`src/rtl/cache_pkg.sv`:
```
// Shared types and constants for the pixel cache read side.
// Pure declarations, no timing.
// No flow control of its own.
package cache_pkg;

  localparam int PIX_W         = 8;
  localparam int DATA_SIZE_DEF = 32;
  localparam int PIX_PER_WORD  = DATA_SIZE_DEF / PIX_W;
  localparam int FIFO_DEPTH    = 3;

  localparam logic [PIX_W-1:0] BORDER_PIXEL_DEF = 8'h00;

  typedef enum logic [1:0] {
    IDLE  = 2'd0,
    SERVE = 2'd1,
    DRAIN = 2'd2
  } rd_state_t;

  // Pointer increment for the 3-entry output FIFO (wraps 2 -> 0).
  function automatic logic [1:0] ptr_inc(input logic [1:0] p);
    return (p == 2'd2) ? 2'd0 : p + 2'd1;
  endfunction

endpackage

```
`src/rtl/cache_reader_if.sv`:
```
// Bundle of request, pixel, window and RAM signals around cache_reader.
// Wires only, no latency.
// req_valid/req_ready and pix_valid/pix_ready are independent handshakes.
interface cache_reader_if #(
  parameter int DATA_SIZE   = 32,
  parameter int ADDR_SIZE_W = 5,
  parameter int ADDR_SIZE_H = 5
);
  import cache_pkg::*;

  logic                             cache_rdy;
  logic [9:0]                       decalage_w;
  logic [9:0]                       decalage_h;
  logic [9:0]                       cache_w;
  logic [9:0]                       cache_h;
  logic                             req_valid;
  logic                             req_ready;
  logic [ADDR_SIZE_W-1:0]           req_x;
  logic [ADDR_SIZE_H-1:0]           req_y;
  logic                             pix_valid;
  logic                             pix_ready;
  logic [PIX_W-1:0]                 pix_data;
  logic                             pix_hit;
  logic [15:0]                      miss_cnt;
  logic [ADDR_SIZE_W+ADDR_SIZE_H-1:0] ram_addr;
  logic                             ram_re;
  logic [DATA_SIZE-1:0]             ram_rdata;

  // Reader side: consumes requests and RAM data, produces pixels.
  modport slave (
    input  cache_rdy, decalage_w, decalage_h, cache_w, cache_h,
    input  req_valid, req_x, req_y, pix_ready, ram_rdata,
    output req_ready, pix_valid, pix_data, pix_hit, miss_cnt, ram_addr, ram_re
  );

  // Environment side: issues requests, owns the RAM, sinks pixels.
  modport master (
    output cache_rdy, decalage_w, decalage_h, cache_w, cache_h,
    output req_valid, req_x, req_y, pix_ready, ram_rdata,
    input  req_ready, pix_valid, pix_data, pix_hit, miss_cnt, ram_addr, ram_re
  );

endinterface

```
`src/rtl/cache_reader_pix_fifo.sv`:
```
// 3-entry synchronous FIFO holding {hit, pixel} results.
// Push visible at the head on the next cycle; head is registered storage.
// Push when full is dropped unless a pop happens in the same cycle.
module pix_fifo
  import cache_pkg::*;
#(
  parameter int WIDTH = PIX_W + 1
) (
  input  logic             clk_i,
  input  logic             rst_ni,
  input  logic             push_i,
  input  logic [WIDTH-1:0] din_i,
  input  logic             pop_i,
  output logic [WIDTH-1:0] dout_o,
  output logic             valid_o,
  output logic [1:0]       occ_o
);

  logic [WIDTH-1:0] mem_q [FIFO_DEPTH];
  logic [1:0]       wr_q, rd_q, occ_q;
  logic             do_push, do_pop;

  assign do_pop  = pop_i && (occ_q != 2'd0);
  assign do_push = push_i && ((occ_q != 2'd3) || do_pop);

  // Storage, pointers and occupancy; push+pop together leaves occupancy unchanged.
  always_ff @(posedge clk_i or negedge rst_ni) begin
    if (!rst_ni) begin
      for (int i = 0; i < FIFO_DEPTH; i++) mem_q[i] <= '0;
      wr_q  <= 2'd0;
      rd_q  <= 2'd0;
      occ_q <= 2'd0;
    end else begin
      if (do_push) begin
        mem_q[wr_q] <= din_i;
        wr_q        <= ptr_inc(wr_q);
      end
      if (do_pop) rd_q <= ptr_inc(rd_q);
      case ({do_push, do_pop})
        2'b10:   occ_q <= occ_q + 2'd1;
        2'b01:   occ_q <= occ_q - 2'd1;
        default: occ_q <= occ_q;
      endcase
    end
  end

  assign dout_o  = mem_q[rd_q];
  assign valid_o = (occ_q != 2'd0);
  assign occ_o   = occ_q;

endmodule

```
`src/rtl/cache_reader.sv`:
```
// Window hit test, cache RAM read and byte extraction; border value on a miss.
// Accept -> RAM read -> FIFO push; pixel valid two cycles after accept when FIFO empty.
// req_ready depends only on state, cache_rdy and in-flight count, never on pix_ready.
module cache_reader
  import cache_pkg::*;
#(
  parameter int               DATA_SIZE    = 32,
  parameter int               ADDR_SIZE_W  = 5,
  parameter int               ADDR_SIZE_H  = 5,
  parameter logic [PIX_W-1:0] BORDER_PIXEL = BORDER_PIXEL_DEF
) (
  input logic           p_clk,
  input logic           p_resetn,
  cache_reader_if.slave bus
);

  rd_state_t              state_q, state_d;
  logic                   latch_cfg;
  logic [9:0]             dw_q, dh_q, cw_q, ch_q;
  logic [15:0]            miss_cnt_q, miss_cnt_d;
  logic                   s1_valid_q, s1_hit_q;
  logic [1:0]             s1_sel_q;
  logic [1:0]             fifo_occ;
  logic [2:0]             inflight;
  logic                   req_ready, accept, hit;
  logic [10:0]            x_ext, y_ext;
  logic [ADDR_SIZE_W-1:0] rx;
  logic [ADDR_SIZE_H-1:0] ry;
  logic [PIX_W-1:0]       s1_pix;
  logic                   fifo_valid;
  logic [PIX_W:0]         fifo_dout;

  // Only registered terms plus cache_rdy gate acceptance; at most 3 results outstanding.
  assign inflight  = {1'b0, fifo_occ} + {2'b00, s1_valid_q};
  assign req_ready = (state_q == SERVE) && bus.cache_rdy && (inflight < 3'd3);
  assign accept    = bus.req_valid && req_ready;

  // Range test at 11 bits so dw+cw cannot wrap.
  assign x_ext = {{(11-ADDR_SIZE_W){1'b0}}, bus.req_x};
  assign y_ext = {{(11-ADDR_SIZE_H){1'b0}}, bus.req_y};
  assign hit   = (x_ext >= {1'b0, dw_q}) && (x_ext < ({1'b0, dw_q} + {1'b0, cw_q})) &&
                 (y_ext >= {1'b0, dh_q}) && (y_ext < ({1'b0, dh_q} + {1'b0, ch_q}));

  assign rx = bus.req_x - dw_q[ADDR_SIZE_W-1:0];
  assign ry = bus.req_y - dh_q[ADDR_SIZE_H-1:0];

  assign bus.ram_re    = accept && hit;
  assign bus.ram_addr  = bus.ram_re ? {2'b00, ry, rx[ADDR_SIZE_W-1:2]} : '0;
  assign bus.req_ready = req_ready;
  assign bus.miss_cnt  = miss_cnt_q;

  // Next state: window is latched and miss count cleared on IDLE->SERVE.
  always_comb begin
    state_d   = state_q;
    latch_cfg = 1'b0;
    case (state_q)
      IDLE: if (bus.cache_rdy) begin
        state_d   = SERVE;
        latch_cfg = 1'b1;
      end
      SERVE: if (!bus.cache_rdy) state_d = DRAIN;
      DRAIN: if (!s1_valid_q && (fifo_occ == 2'd0)) state_d = IDLE;
      default: state_d = IDLE;
    endcase
  end

  // Saturating count of accepted misses.
  always_comb begin
    miss_cnt_d = miss_cnt_q;
    if (latch_cfg)
      miss_cnt_d = '0;
    else if (accept && !hit && (miss_cnt_q != 16'hFFFF))
      miss_cnt_d = miss_cnt_q + 16'd1;
  end

  // State, latched window and miss counter.
  always_ff @(posedge p_clk or negedge p_resetn) begin
    if (!p_resetn) begin
      state_q    <= IDLE;
      miss_cnt_q <= '0;
      dw_q       <= '0;
      dh_q       <= '0;
      cw_q       <= '0;
      ch_q       <= '0;
    end else begin
      state_q    <= state_d;
      miss_cnt_q <= miss_cnt_d;
      if (latch_cfg) begin
        dw_q <= bus.decalage_w;
        dh_q <= bus.decalage_h;
        cw_q <= bus.cache_w;
        ch_q <= bus.cache_h;
      end
    end
  end

  // Stage 1 waits for RAM data alongside the hit flag and byte lane.
  always_ff @(posedge p_clk or negedge p_resetn) begin
    if (!p_resetn) begin
      s1_valid_q <= 1'b0;
      s1_hit_q   <= 1'b0;
      s1_sel_q   <= 2'd0;
    end else begin
      s1_valid_q <= accept;
      s1_hit_q   <= accept && hit;
      s1_sel_q   <= rx[1:0];
    end
  end

  // Byte 0 of the RAM word is bits 7:0.
  always_comb begin
    s1_pix = BORDER_PIXEL;
    if (s1_hit_q) s1_pix = bus.ram_rdata[PIX_W*s1_sel_q +: PIX_W];
  end

  pix_fifo #(.WIDTH(PIX_W + 1)) u_fifo (
    .clk_i   (p_clk),
    .rst_ni  (p_resetn),
    .push_i  (s1_valid_q),
    .din_i   ({s1_hit_q, s1_pix}),
    .pop_i   (bus.pix_ready),
    .dout_o  (fifo_dout),
    .valid_o (fifo_valid),
    .occ_o   (fifo_occ)
  );

  assign bus.pix_valid = fifo_valid;
  assign bus.pix_data  = fifo_dout[PIX_W-1:0];
  assign bus.pix_hit   = fifo_dout[PIX_W];

endmodule

```
`src/flat_wrapper.sv`:
```
// flat-port wrapper written by rule: the top's interface ports become plain ports
module cache_reader_flat import cache_pkg::*;
#(
  parameter int               DATA_SIZE    = 32,
  parameter int               ADDR_SIZE_W  = 5,
  parameter int               ADDR_SIZE_H  = 5,
  parameter logic [PIX_W-1:0] BORDER_PIXEL = BORDER_PIXEL_DEF
)
  (p_clk, p_resetn, bus_cache_rdy, bus_decalage_w, bus_decalage_h, bus_cache_w, bus_cache_h, bus_req_valid, bus_req_x, bus_req_y, bus_pix_ready, bus_ram_rdata, bus_req_ready, bus_pix_valid, bus_pix_data, bus_pix_hit, bus_miss_cnt, bus_ram_addr, bus_ram_re);
  cache_reader_if #(.DATA_SIZE(DATA_SIZE), .ADDR_SIZE_W(ADDR_SIZE_W), .ADDR_SIZE_H(ADDR_SIZE_H)) bus_i ();
  input logic p_clk;
  input logic p_resetn;
  input wire logic [$bits(bus_i.cache_rdy)-1:0] bus_cache_rdy;
  input wire logic [$bits(bus_i.decalage_w)-1:0] bus_decalage_w;
  input wire logic [$bits(bus_i.decalage_h)-1:0] bus_decalage_h;
  input wire logic [$bits(bus_i.cache_w)-1:0] bus_cache_w;
  input wire logic [$bits(bus_i.cache_h)-1:0] bus_cache_h;
  input wire logic [$bits(bus_i.req_valid)-1:0] bus_req_valid;
  input wire logic [$bits(bus_i.req_x)-1:0] bus_req_x;
  input wire logic [$bits(bus_i.req_y)-1:0] bus_req_y;
  input wire logic [$bits(bus_i.pix_ready)-1:0] bus_pix_ready;
  input wire logic [$bits(bus_i.ram_rdata)-1:0] bus_ram_rdata;
  output wire logic [$bits(bus_i.req_ready)-1:0] bus_req_ready;
  output wire logic [$bits(bus_i.pix_valid)-1:0] bus_pix_valid;
  output wire logic [$bits(bus_i.pix_data)-1:0] bus_pix_data;
  output wire logic [$bits(bus_i.pix_hit)-1:0] bus_pix_hit;
  output wire logic [$bits(bus_i.miss_cnt)-1:0] bus_miss_cnt;
  output wire logic [$bits(bus_i.ram_addr)-1:0] bus_ram_addr;
  output wire logic [$bits(bus_i.ram_re)-1:0] bus_ram_re;
  assign bus_i.cache_rdy = bus_cache_rdy;
  assign bus_i.decalage_w = bus_decalage_w;
  assign bus_i.decalage_h = bus_decalage_h;
  assign bus_i.cache_w = bus_cache_w;
  assign bus_i.cache_h = bus_cache_h;
  assign bus_i.req_valid = bus_req_valid;
  assign bus_i.req_x = bus_req_x;
  assign bus_i.req_y = bus_req_y;
  assign bus_i.pix_ready = bus_pix_ready;
  assign bus_i.ram_rdata = bus_ram_rdata;
  assign bus_req_ready = bus_i.req_ready;
  assign bus_pix_valid = bus_i.pix_valid;
  assign bus_pix_data = bus_i.pix_data;
  assign bus_pix_hit = bus_i.pix_hit;
  assign bus_miss_cnt = bus_i.miss_cnt;
  assign bus_ram_addr = bus_i.ram_addr;
  assign bus_ram_re = bus_i.ram_re;
  cache_reader #(.DATA_SIZE(DATA_SIZE), .ADDR_SIZE_W(ADDR_SIZE_W), .ADDR_SIZE_H(ADDR_SIZE_H), .BORDER_PIXEL(BORDER_PIXEL)) u_core (.p_clk(p_clk), .p_resetn(p_resetn), .bus(bus_i));
endmodule
```
`config.mk`:
```
export PLATFORM = sky130hd
export DESIGN_NAME = cache_reader_flat
export DESIGN_NICKNAME = d
export VERILOG_FILES = /design/src/rtl/cache_pkg.sv /design/src/rtl/cache_reader_if.sv /design/src/rtl/cache_reader_pix_fifo.sv /design/src/rtl/cache_reader.sv /design/src/flat_wrapper.sv
export SDC_FILE = /design/constraint.sdc
export NUM_CORES = 1
export LEC_CHECK = 0
export ABC_AREA = 1
export CAP_MARGIN = 20
export CORE_MARGIN = 4
export CORE_UTILIZATION = 53
export DETAILED_ROUTE_END_ITERATION = 7
export MAX_ROUTING_LAYER = met4
export PLACE_DENSITY = 0.81
export SYNTH_ARGS = -nofsm -noshare
export SYNTH_HDL_FRONTEND = slang
export SYNTH_SLANG_ARGS = --single-unit
```
`constraint.sdc`:
```
create_clock -name p_clk -period 4.2 [get_ports p_clk]
set_clock_uncertainty 0.15 [all_clocks]
set_input_delay 0.84 -clock p_clk [delete_from_list [all_inputs] [get_ports p_clk]]
set_output_delay 0.84 -clock p_clk [all_outputs]
set_load 0.03 [all_outputs]
```
== Yosys cells after proc, flatten, opt, wreduce, memory -nomap -nowiden ==
Index checks and enable logic that the tools add are counted.
Word-level totals
  register bits after elaboration: 95
  output and inout port bits: 38
  logic and storage cells: 88
Operators by class
  $add $sub $neg: 10
  order comparisons: 8
  equality and inequality tests: 11
  shift operators: 1
  multiplexer cells: 19
  bitwise logic cells: 2
  reductions and logical operators: 22
Operators by type and width (count)
  2-to-1 mux 16 bit: 2
  indexed part select 32 x 6 -> 8 bit: 1
  bitwise mux 27 bit: 1
  2-to-1 mux 9 bit: 3
  adder 10 x 10 -> 11 bit: 2
  < comparator 5 x 11 -> 1 bit: 2
  >= comparator 5 x 10 -> 1 bit: 2
  binary-select mux 9 bit (select 2 bit): 1
  demux 9 bit (select 2 bit): 1
  adder 16 x 1 -> 16 bit, second input constant: 1
  2-to-1 mux 8 bit: 2
  != test 16 bit, second input constant: 1
  logical AND 1 bit: 13
  2-to-1 mux 2 bit: 5
  subtractor 5 bit: 2
  equality test 2 bit, second input constant: 4
  adder 2 x 1 -> 2 bit, second input constant: 3
  >= comparator 3 bit, second input constant: 2
  != test 2 bit, second input constant: 3
  NOT 2 -> 3 bit: 2
  one-hot mux 2 bit (3 select lines): 1
  nonzero test 2 bit: 3
  equality test 2 x 1 -> 1 bit, second input constant: 2
  zero test 2 bit: 2
  other kinds (10): 12

== Depth between registers and ports, before layout ==
  depth after elaboration: 10
  depth in mapped cells: 20

== Cells and area by module ==
From an unflattened synthesis, not the netlist that was laid out.
Unflattened totals
  cells, all modules: 825
  area total of the unflattened synthesis: 6446.2 sq um
Modules (own cells, without submodules)
  cache_reader: times used 1, cells an instance 630, area an instance 4840.9 sq um
  pix_fifo: times used 1, cells an instance 195, area an instance 1605.3 sq um

== Worst setup path before layout ==
Ideal clock, no wire load.
  path type: input-to-output
  start: in bus_req_x[0]
  end: out bus_ram_addr[0]
  arrival: 2852 ps
  setup slack: 358 ps
  cell stages on the path: 10
  buffers on the path: 0
  path through: inv_1 ha_1 fa_1 o21ai_2 nand2_1 nand2_1 nand4_1 a21oi_1 nand4_1 nor2_1
On the way
  word-level cells in the longest chain between the ends: 6
  elaborated cells on any way between the ends: 8
  classes of those cells: 1 x add/sub; 2 x order compare; 1 x mux; 4 x reduce/logical
Ends and longest elaborated chain
  start: declaration: RTL line flat_wrapper.sv:19  | input wire logic [$bits(bus_i.req_x)-1:0] bus_req_x;
  < comparator 5 x 11 -> 1 bit / >= comparator 5 x 10 -> 1 bit (equally long branches): RTL line cache_reader.sv:41  | assign hit = (x_ext >= {1'b0, dw_q}) && (x_ext < ({1'b0, dw_q} + {1'b0, cw_q})) &&
  logical AND 1 bit (2 in a row): RTL line cache_reader.sv:41
  logical AND 1 bit: RTL line cache_reader.sv:42  | (y_ext >= {1'b0, dh_q}) && (y_ext < ({1'b0, dh_q} + {1'b0, ch_q}));
  logical AND 1 bit: RTL line cache_reader.sv:47  | assign bus.ram_re = accept && hit;
  2-to-1 mux 8 bit (*): RTL line cache_reader.sv:48  | assign bus.ram_addr = bus.ram_re ? {2'b00, ry, rx[ADDR_SIZE_W-1:2]} : '0;
  end: declaration: RTL line flat_wrapper.sv:28  | output wire logic [$bits(bus_i.ram_addr)-1:0] bus_ram_addr;
Every way passes the cells marked *; elsewhere a longest branch is shown, timed or not.

== Final worst setup path ==
  start: reg u_core.dw_q[0]
  end: out bus_ram_addr[5]
On the way
  word-level cells in the longest chain between the ends: 7
  elaborated cells on any way between the ends: 8
  classes of those cells: 1 x add/sub; 2 x order compare; 1 x mux; 4 x reduce/logical
Ends and longest elaborated chain
  start: declaration: RTL line cache_reader.sv:19  | logic [9:0] dw_q, dh_q, cw_q, ch_q;
  start signal: assignment: RTL line cache_reader.sv:89  | dw_q <= bus.decalage_w;
  adder 10 x 10 -> 11 bit: RTL line cache_reader.sv:41
  < comparator 5 x 11 -> 1 bit: RTL line cache_reader.sv:41
  logical AND 1 bit (*) (2 in a row): RTL line cache_reader.sv:41
  logical AND 1 bit (*): RTL line cache_reader.sv:42
  logical AND 1 bit (*): RTL line cache_reader.sv:47
  2-to-1 mux 8 bit (*): RTL line cache_reader.sv:48
Marked as above.

==> metrics.yaml <==
outcome:
  outcome: "complete, no violations"
global_route:
  grt_antenna_before_repair: 0
  grt_pass1_vias: 5476
  grt_pass1_wl_um: 25060
  grt_max_degree: 35
  grt-ovfl-total: 0
  grt.total_usage_pct: 24.02
timing:
  finalMaxSlewViolations: 0
  fin_crit_sh_pct: 95.81
  setup_viol: 0
  slew_headroom_pct: 28.51
  worst_slack_ps: 175.9
  max_freq_ghz: 0.2485
  fin_crit_ps: 4024
  fin_hold_ws_ps: 261.2
  tightestPinTransition_ps: 1067
  hold_viol_final: 0
placed_design:
  place_ws_ps: -25.93
  hpwl_um: 11720
  place_inst: 1033
  port_buffers: 122
  place.gp.congestion: 0.9231
finish:
  antennaDiodeCount: 0
  finalNetCount: 1040
  layout.cells.non_filler: 1055
  syn2layout_area_growth_pct: 31.05
  nFillCells: 933
  multiInputGateArea_sq_um: 3450
  seq_area_sq_um: 2377
  drive_gt1_share_pct: 12.94
  utilization_pct: 71.21
clock_network:
  cts_buffer_depth: 2
  cts.clk_slew.worst_paths_ps: 60
  cts_tree: "yes"
  clock-sinks: 95
  clk_latency_ps: 350
  htreeDepth: 3
  cts_buffers: 9
  cts-root-buf: "clkbuf_16"
  cts_hold_buf: 0
floorplanning:
  core_area_sq_um: 11420
  design.portCount: 125
  fp-row-count: 39
  die-area_sq_um: 13500
  chipHeight_um: 116.2
  start_util_pct: 54.34
  die_width_um: 116.2
synthesis:
  syn_area_per_cell_sq_um: 7.996
  synth-seq-cells: 95
  syn_area_sq_um: 6205
  yosysSeqAreaShare_pct: 38.31
  yosys_most_used_dff: "dfrtp_1"
  synth_commonest_cells: "168 x nand2_1, 106 x inv_1, 95 x dfrtp_1"
  synthArstFlopShare_pct: 100.0
  synth_top_cells_by_area: "dfrtp_1 38%, nand2_1 10%, ha_1 8.5%"
  yosys_warnings: 0
  synth.distinct_cells: 38
  synth.most_common_cell: "nand2_1"
  yosysTopAreaCell: "dfrtp_1"
  synth-edff-count: 0
  synth_top_area_share_pct: 38.31
  syn-instance-count: 776
detailed_routing:
  antenna_left: 0
  viasPerCell: 5.330
  drcViolationCount: 0
  drt_iter0_drc: 299
  drt_first_pass_iters: 5
  drt-wirelength-per-cell_um: 14.56
  dr_total_vias: 5623
  wirelength_um: 15360
critical_path:
  r2r_end: "u_core.bus.miss_cnt[15]"
  required_ps: 3210
  regToRegStartpoint: "u_core.dw_q[0]"
  crit_fanout: 6
  critical_path.startpoint: "u_core.dw_q[0]"
  crit_end: "bus_ram_addr[5]"
  cp-end-kind: "output port"
  critical_path_class: "register to output port"
  ff2ff_path_depth: 18
  arrival_ps: 3030
  r2r_setup_slack_ps: 1180
  start_kind: "register"
pwr:
  p_leak_nw: 3.971
  power_density_nw_per_um2: 745.2
  power.total_mw: 6.059
  vdd_ir_drop_max_mv: 0.5235
min_path:
  hold_class: "input port to asynchronous set/reset pin"
flow_run:
  drv_cap: 0
[report_power, final]
part,switching (mW),internal (mW),total (mW),leakage [nW]
Clock,0.344,0.599,0.943,0.170
Combinational,2.10,1.50,3.61,2.64
Sequential,0.252,1.26,1.51,1.16
[worst min path at each step]
stage | start | cells past startpoint | to
5_1_grt | p_resetn | 1 | u_core.s1_sel_q[0]
3_3_place_gp | u_core.state_q[1] | 1 | u_core.state_q[0]
6_report | p_resetn | 1 | u_core.cw_q[0]
3_5_place_dp | u_core.state_q[1] | 1 | u_core.state_q[0]
2_1_floorplan | u_core.state_q[1] | 1 | u_core.state_q[0]
4_1_cts | p_resetn | 1 | u_core.cw_q[0]
[metal layers]
layer / part of all wire [%] / track usage [%]
met1: 44 / 29.28
met2: 48 / 39.74
met3: 5.7 / 5.078
met4: 2.6 / 8.353
met5: 0 / -
[flip-flops by register name, summed over array words and instances (netlist names)]
register / count
u_core.u_fifo.mem_q: 27
u_core.bus.miss_cnt: 16
u_core.ch_q: 10
u_core.cw_q: 10
u_core.dh_q: 10
u_core.dw_q: 10
u_core.s1_sel_q: 2
u_core.state_q: 2
u_core.u_fifo.occ_o: 2
u_core.u_fifo.rd_q: 2
u_core.u_fifo.wr_q: 2
u_core.s1_hit_q: 1
u_core.s1_valid_q: 1
[final cells by class]
type                       count  area share (%)
inverter                     108           4.985
tap                          143           2.200
multi-input combinational    555           42.42
timing repair buffer         138           16.89
clock buffer                  11           2.985
sequential                    95           29.24
clock inverter                 5           1.277
[critical path: stages (launching register included)]
cell	delay [ps]
dfrtp_1	420
ha_4	190
fa_2	420
nand2_2	80
nand2_2	60
nand2_2	70
xor2_1	160
ha_1	270
nand2_1	70
inv_1	40
nand2_1	60
nand2_1	50
nand3_1	70
nor2_1	50
nand3_2	80
nand4_1	150
buf_6	180
nor2_4	130
buf_12	130
[cell families (layout without fill, tap and decap cells)]
logic type                 after synthesis  after routing  synth area share [%]
adders and majority gates               46             46                 9.760
buffers and inverters                  127            262                 8.006
other                                    1              2               0.06044
DFF                                     95             95                 38.31
muxes                                   39             39                 7.078
AOI/OAI and AO/OA                       93             93                 8.510
and+or+nand+nor                        347            347                 24.32
xor gates and xnor gates                28             28                 3.952
[stage by stage]
stage	area (sq um)	setup TNS [ps]
final	8132	0
after global routing	8132	-306.3
after CTS	7955	0
after detailed placement	7595	-25.93
after global placement	7595	0
after floorplan	6208	0
[repair_timing]
action | in CTS | in global routing
endpoints found under the setup margin | 7 | 9
pin swaps | 0 | 18
gates cloned | 0 | 0
endpoints found under the hold margin | 0 | 0
buffers inserted | 0 | 6
gates resized for setup | 5 | 35
[layout by cell type (no fill, tap or decap), types with 2 or more instances in the layout]
| cell | synthesis | final |
|---|---|---|
| bufinv_16 | 0 | 3 |
| inv_2 | 0 | 3 |
| mux2_2 | 39 | 39 |
| nand3_1 | 48 | 45 |
| a21oi_1 | 37 | 35 |
| dfrtp_1 | 95 | 95 |
| nand3b_1 | 4 | 4 |
| o21ai_0 | 37 | 37 |
| clkdlybuf4s50_1 | 0 | 111 |
| nand2_2 | 0 | 4 |
| xor2_1 | 20 | 20 |
| buf_6 | 1 | 8 |
| nand3_2 | 1 | 4 |
| conb_1 | 1 | 2 |
| ha_4 | 0 | 3 |
| o221ai_1 | 9 | 9 |
| nor2_4 | 0 | 2 |
| buf_4 | 3 | 16 |
| nor3_1 | 6 | 6 |
| clkbuf_16 | 0 | 9 |
| a21oi_2 | 1 | 3 |
| nor3_2 | 3 | 3 |
| nand2_1 | 168 | 164 |
| nor2_2 | 2 | 8 |
| fa_2 | 0 | 3 |
| inv_1 | 106 | 103 |
| clkinv_1 | 2 | 2 |
| buf_12 | 0 | 2 |
| nor4_1 | 5 | 5 |
| ha_1 | 42 | 39 |
| nor2_1 | 84 | 76 |
| nand4_1 | 23 | 23 |
| o21bai_1 | 3 | 3 |
| xnor2_1 | 8 | 7 |
No activity file was read; power rests on OpenSTA's default activity.
==> variant 1: new RTL, config.mk and constraints unchanged <==
Make the reset (`p_resetn` and `rst_ni`) synchronous in 3 clocked blocks.
--- a/src/rtl/cache_reader_pix_fifo.sv
+++ b/src/rtl/cache_reader_pix_fifo.sv
@@ -24,7 +24,7 @@
   assign do_push = push_i && ((occ_q != 2'd3) || do_pop);
 
   // Storage, pointers and occupancy; push+pop together leaves occupancy unchanged.
-  always_ff @(posedge clk_i or negedge rst_ni) begin
+  always_ff @(posedge clk_i) begin
     if (!rst_ni) begin
       for (int i = 0; i < FIFO_DEPTH; i++) mem_q[i] <= '0;
       wr_q  <= 2'd0;
--- a/src/rtl/cache_reader.sv
+++ b/src/rtl/cache_reader.sv
@@ -74,7 +74,7 @@
   end
 
   // State, latched window and miss counter.
-  always_ff @(posedge p_clk or negedge p_resetn) begin
+  always_ff @(posedge p_clk) begin
     if (!p_resetn) begin
       state_q    <= IDLE;
       miss_cnt_q <= '0;
@@ -95,7 +95,7 @@
   end
 
   // Stage 1 waits for RAM data alongside the hit flag and byte lane.
-  always_ff @(posedge p_clk or negedge p_resetn) begin
+  always_ff @(posedge p_clk) begin
     if (!p_resetn) begin
       s1_valid_q <= 1'b0;
       s1_hit_q   <= 1'b0;
Check against the original RTL: differs if p_resetn is asserted again (counterexample within 4 cycles, from zero or initial values and one cycle with p_resetn low); with p_resetn held inactive, the same outputs for 4 cycles.
==> variant 1 against the unedited design <==
Global-route usage increased by 0.63 points. Sequential cell count increased by 11. Cell area increased by 0.45%. Critical endpoint is now bus_ram_addr[1]. Wire length increased by 6.0%. First-iteration DRC count increased by 16%. Highest routed layer unchanged. Register-to-register slack got worse by 0.09 ns. Critical path depth decreased by 1. Critical path type is now input pin to primary output. Count of clock-buffer cells in the layout decreased by 1. Worst setup slack got worse by 0.13 ns. Largest cell class unchanged. Area after synthesis increased by 1.2%.
Power is not compared: it rests on default switching activity, and its combinational part moved more than twofold at a synthesized area within 25%.
==> variant 1: results (changes against the unedited design) <==
Mux contribution to synthesized area: 0% (-7.1 points)
DRT iter0 DRCs: 347 (+16%)
Synth warn: 0 (unchanged)
TritonCTS Buffers: 9 (unchanged)
Number of synthesized flops with an enable pin: 36 (+36)
Skew-Pair Late Insertion Delay: 0.36 ns
Layout cells sized above 1: 9.28% (-3.7 points)
Commonest cells in the netlist: nor2_1, nand2_1, inv_1, o21ai_0, dfxtp_1
Worst-path clk slew: 0.07 ns
Mean Syn Cell Area: 7.39 µm² (-7.5%)
Post-placement cell area: 7640 µm² (+0.61%)
Seq/Total Area, Yosys: 39.5% (+1.2 points)
Final GP Congestion: 0.908 (-1.7%)
Synth cell types: 37 (-2.6%)
N_diodes: 0 (unchanged)
Max reg flops: 36 (+33%)
XOR/XNOR Fraction of Synth Area: 3.63% (-0.32 points)
Top cells by area, synth: dfxtp_1, edfxtp_1, nor2_1, nand2_1, ha_1
Wire per inst: 14.5 µm (-0.51%)
Max VDD drop: 205 µV
Fraction of the mapped netlist area in adder cells: 9.45% (-0.31 points)
Async S/R FF share, synth: 0% (-100 points)
PnR Total Power: 2.62 mW
Sw frac: 28.3%
Post-DP HPWL: 11800 µm (+0.99%)
Status: complete, no violations
Reg with most FFs: u_core.u_fifo.mem_q
Synth Cell Area: 6280 µm² (+1.2%)
P_leak: 3.40 nW
Clock power frac: 35.0%
Hold WC Path Type: register to register
Placed cells: 1100 (+6.5%)
Final wirelength: 16300 µm (+6.0%)
Largest net degree at the start of global routing: 46 (+31%)
H-tree Lvls: 3 (unchanged)
First-pass GRT wire length: 25900 µm (+3.4%)
GRT Util Overall: 24.7% (+0.63 points)
Via count: 6008 (+6.8%)
Worst Path Max Fanout: 3 (-3)
Tightest Pin Transition: 0.765 ns (-0.302 ns)
Pre-CTS setup slack: -0.0270 ns (-0.00106 ns)
Initial antenna violation count: 0 (unchanged)
Compound-Gate Fraction of Synth Area: 13.0% (+4.5 points)
CTS Buffer Depth: 2 (unchanged)
Port buffer count: 122 (unchanged)
First-pass DRT Iterations: 5 (unchanged)
Root buf cell: clkbuf_16
Vias in the first global route: 5596 (+2.2%)
Combinational cell power: 0.563 mW
## variant 1: metal layers
metal	up-vias	GRT usage (%)	wire [µm]
met5	-	-	0
met4	0	7.65	277
met3	23	5.40	1120
met2	196	41.0	7890
met1	2741	30.1	6990
li1	3048	-	-
## variant 1: path summary, 6_finish.rpt
path	depth (start not counted)	start	to	slack, ns
setup / recovery	17	bus_req_y[0]	bus_ram_addr[1]	0.05
hold / removal	2	u_core.dh_q[3]$_SDFFE_PN0P_	u_core.dh_q[3]$_SDFFE_PN0P_	0.34
setup reg to reg	19	u_core.ch_q[0]$_SDFFE_PN0P_	u_core.bus.miss_cnt[12]$_SDFFE_PP0P_	1.09
hold reg to reg	2	u_core.dh_q[3]$_SDFFE_PN0P_	u_core.dh_q[3]$_SDFFE_PN0P_	0.34
## variant 1: timing repair
| item | CTS | global route |
|---|---|---|
| setup buffers | 1 | 7 |
| hold buffers | 0 | 0 |
| endpoints found under the hold margin | 0 | 0 |
| setup endpoints to repair | 8 | 8 |
| pin swaps | 1 | 17 |
| gates resized for setup | 8 | 38 |
## variant 1: worst max-delay path: stages
cell and delay (ns):
clkdlybuf4s50_1 0.47, inv_2 0.04, ha_2 0.17, inv_2 0.07, fa_2 0.22, nand3_2 0.09, nand2_2 0.09, nand2_2 0.06
nand2_2 0.07, nand4_1 0.14, a21oi_2 0.19, nand3_4 0.10, nor2_4 0.13, inv_2 0.07, buf_4 0.14, nor2_1 0.09
buf_4 0.17
## variant 1: area by class of cell
cell class | count | area (µm²)
Clock buffer | 10 | 229
Tap cell | 143 | 179
Inverter | 88 | 330
Timing Repair Buffer | 143 | 1390
Fill cell | 915 | 3350
Sequential cell | 106 | 2490
Clock inverter | 6 | 88.8
Multi-Input combinational cell | 628 | 3460
==> variant 2: new RTL, config.mk and constraints unchanged <==
Made on the original files. `ADDR_SIZE_H` is set to 5 in 3 places; all go to 6.
--- a/src/rtl/cache_reader_if.sv
+++ b/src/rtl/cache_reader_if.sv
@@ -4,7 +4,7 @@
 interface cache_reader_if #(
   parameter int DATA_SIZE   = 32,
   parameter int ADDR_SIZE_W = 5,
-  parameter int ADDR_SIZE_H = 5
+  parameter int ADDR_SIZE_H = 6
 );
   import cache_pkg::*;
 
--- a/src/rtl/cache_reader.sv
+++ b/src/rtl/cache_reader.sv
@@ -6,7 +6,7 @@
 #(
   parameter int               DATA_SIZE    = 32,
   parameter int               ADDR_SIZE_W  = 5,
-  parameter int               ADDR_SIZE_H  = 5,
+  parameter int               ADDR_SIZE_H  = 6,
   parameter logic [PIX_W-1:0] BORDER_PIXEL = BORDER_PIXEL_DEF
 ) (
   input logic           p_clk,
--- a/src/flat_wrapper.sv
+++ b/src/flat_wrapper.sv
@@ -3,7 +3,7 @@
 #(
   parameter int               DATA_SIZE    = 32,
   parameter int               ADDR_SIZE_W  = 5,
-  parameter int               ADDR_SIZE_H  = 5,
+  parameter int               ADDR_SIZE_H  = 6,
   parameter logic [PIX_W-1:0] BORDER_PIXEL = BORDER_PIXEL_DEF
 )
   (p_clk, p_resetn, bus_cache_rdy, bus_decalage_w, bus_decalage_h, bus_cache_w, bus_cache_h, bus_req_valid, bus_req_x, bus_req_y, bus_pix_ready, bus_ram_rdata, bus_req_ready, bus_pix_valid, bus_pix_data, bus_pix_hit, bus_miss_cnt, bus_ram_addr, bus_ram_re);
Ports: changed (resized bus_ram_addr and bus_req_y); port bits go from 125 to 127. No check against the original RTL was run, so the function may have changed too.
==> variant 2 against the unedited design <==
Critical path type unchanged. Largest power group unchanged. Synthesized cell count is 2.1% higher. Highest routed layer unchanged. Maximum frequency is 2.5% lower. Area after synthesis is 2.8% higher. Total power is 3.3% higher. Die area is 2.6% higher. Wire length is 3.0% higher. Worst setup slack worse by 0.10 ns. Cell area is 2.5% higher. Sequential cell count stayed put.
==> variant 2: results (changes against the unedited design) <==
Largest net degree at the start of global routing: 83 (+140%)
CTS Buffer Depth: 2 (unchanged)
Synth warn: 0 (unchanged)
GRT Util Overall: 22.6% (-1.4 points)
Reg2reg setup slack: 1.04 ns (-0.14 ns)
Worst setup path endpoint: bus_ram_addr[3]
Synth cell types: 40 (+5.3%)
Seq/Total Area, Yosys: 37.3% (-1.0 points)
Status: complete, no violations
Vias in the first global route: 5346 (-2.4%)
First-pass GRT wire length: 25400 µm (+1.2%)
Reg2Reg Launch Point: u_core.dw_q[0]$_DFFE_PN0P_
Synth Cell Area: 6380 µm² (+2.8%)
Worst Path Max Fanout: 5 (-1)
Final setup vio count: 0 (unchanged)
Final GP Congestion: 0.897 (-2.8%)
Via-to-Cell Ratio: 5.27 (-1.1%)
WHS: 0.343 ns (+0.0821 ns)
DRT iter0 DRCs: 375 (+25%)
Layout cells sized above 1: 14.4% (+1.4 points)
Nets: 1057 (+1.6%)
Fillers: 906 (-2.9%)
Max VDD drop: 545 µV (+4.2%)
Hold WC Path Type: register to register
Critical path's slowest cell: dfrtp_1
Top cells by area, synth: dfrtp_1, nand2_1, ha_1, mux2_2, inv_1
Initial antenna violation count: 1 (+1)
Post-DP HPWL: 11500 µm (-2.2%)
Critical Path AT: 3.14 ns (+0.11 ns)
Commonest cells in the netlist: nand2_1, inv_1, dfrtp_1, nor2_1, ha_1
Wire per inst: 14.8 µm (+1.5%)
Max-slew headroom: 32.1% (+3.6 points)
Critical R2R Capture: u_core.bus.miss_cnt[4]$_DFFE_PN0P_
P_leak: 4.07 nW (+2.4%)
variant 2: changes by cell type after synthesis, moves of 3 or more:
cell,unedited run,this run
nand3_2,1,12
buf_1,4,1
inv_1,106,112
o21ai_0,37,43
buf_2,1,4
nand3_1,48,36
nor3_1,6,10
variant 2: routing by layer:
metal  track usage [%]  wire, µm  vias up
met5                 -         0        -
met1              28.7      6870     2590
met3              4.81       985       25
met2              36.0      7630      180
li1                  -         -     2847
met4              7.84       330        0
variant 2: cell families after synthesis:
family | after synthesis | synth area share, %
simple gates | 348 | 24.8
mux | 38 | 6.71
flops | 95 | 37.3
buf+inv | 135 | 8.38
other cells | 1 | 0.0588
xor+xnor | 28 | 3.84
fa+ha+maj | 48 | 9.89
compound gates | 99 | 9.08
variant 2: report_power, final:
part | switching [mW] | total (mW) | internal, mW
clock network | 0.367 | 0.956 | 0.589
logic | 2.26 | 3.80 | 1.54
registers | 0.250 | 1.50 | 1.25
total | 2.87 | 6.26 | 3.38
variant 2: stage by stage:
step | instances | setup slack (ns) | area (µm²)
finish | 1070 | 0.0744 | 8330
global route | 1070 | -0.0752 | 8330
CTS | 1060 | 0.00949 | 8070
detailed placement | 1044 | -0.0404 | 7710
global placement | 1044 | -0.0158 | 7710
floorplan | 793 | 0.507 | 6380
variant 2: area by class of cell:
cell class | count | area, µm² | area share, %
repair buffers | 135 | 1330 | 16.0
diodes | 1 | 2.50 | 0.0300
clock buffers | 9 | 225 | 2.70
flip-flops and latches | 95 | 2380 | 28.5
well taps | 143 | 179 | 2.15
multi-input cells | 564 | 3650 | 43.9
inverters | 116 | 435 | 5.23
clock inverters | 7 | 125 | 1.50
variant 2: timing repair:
action	CTS	global route
pin swaps	0	24
resized for setup	1	43
setup endpoints to repair	10	10
gates cloned	0	1
hold endpoints to repair	0	0
hold buffers	0	0
buffers inserted	0	7
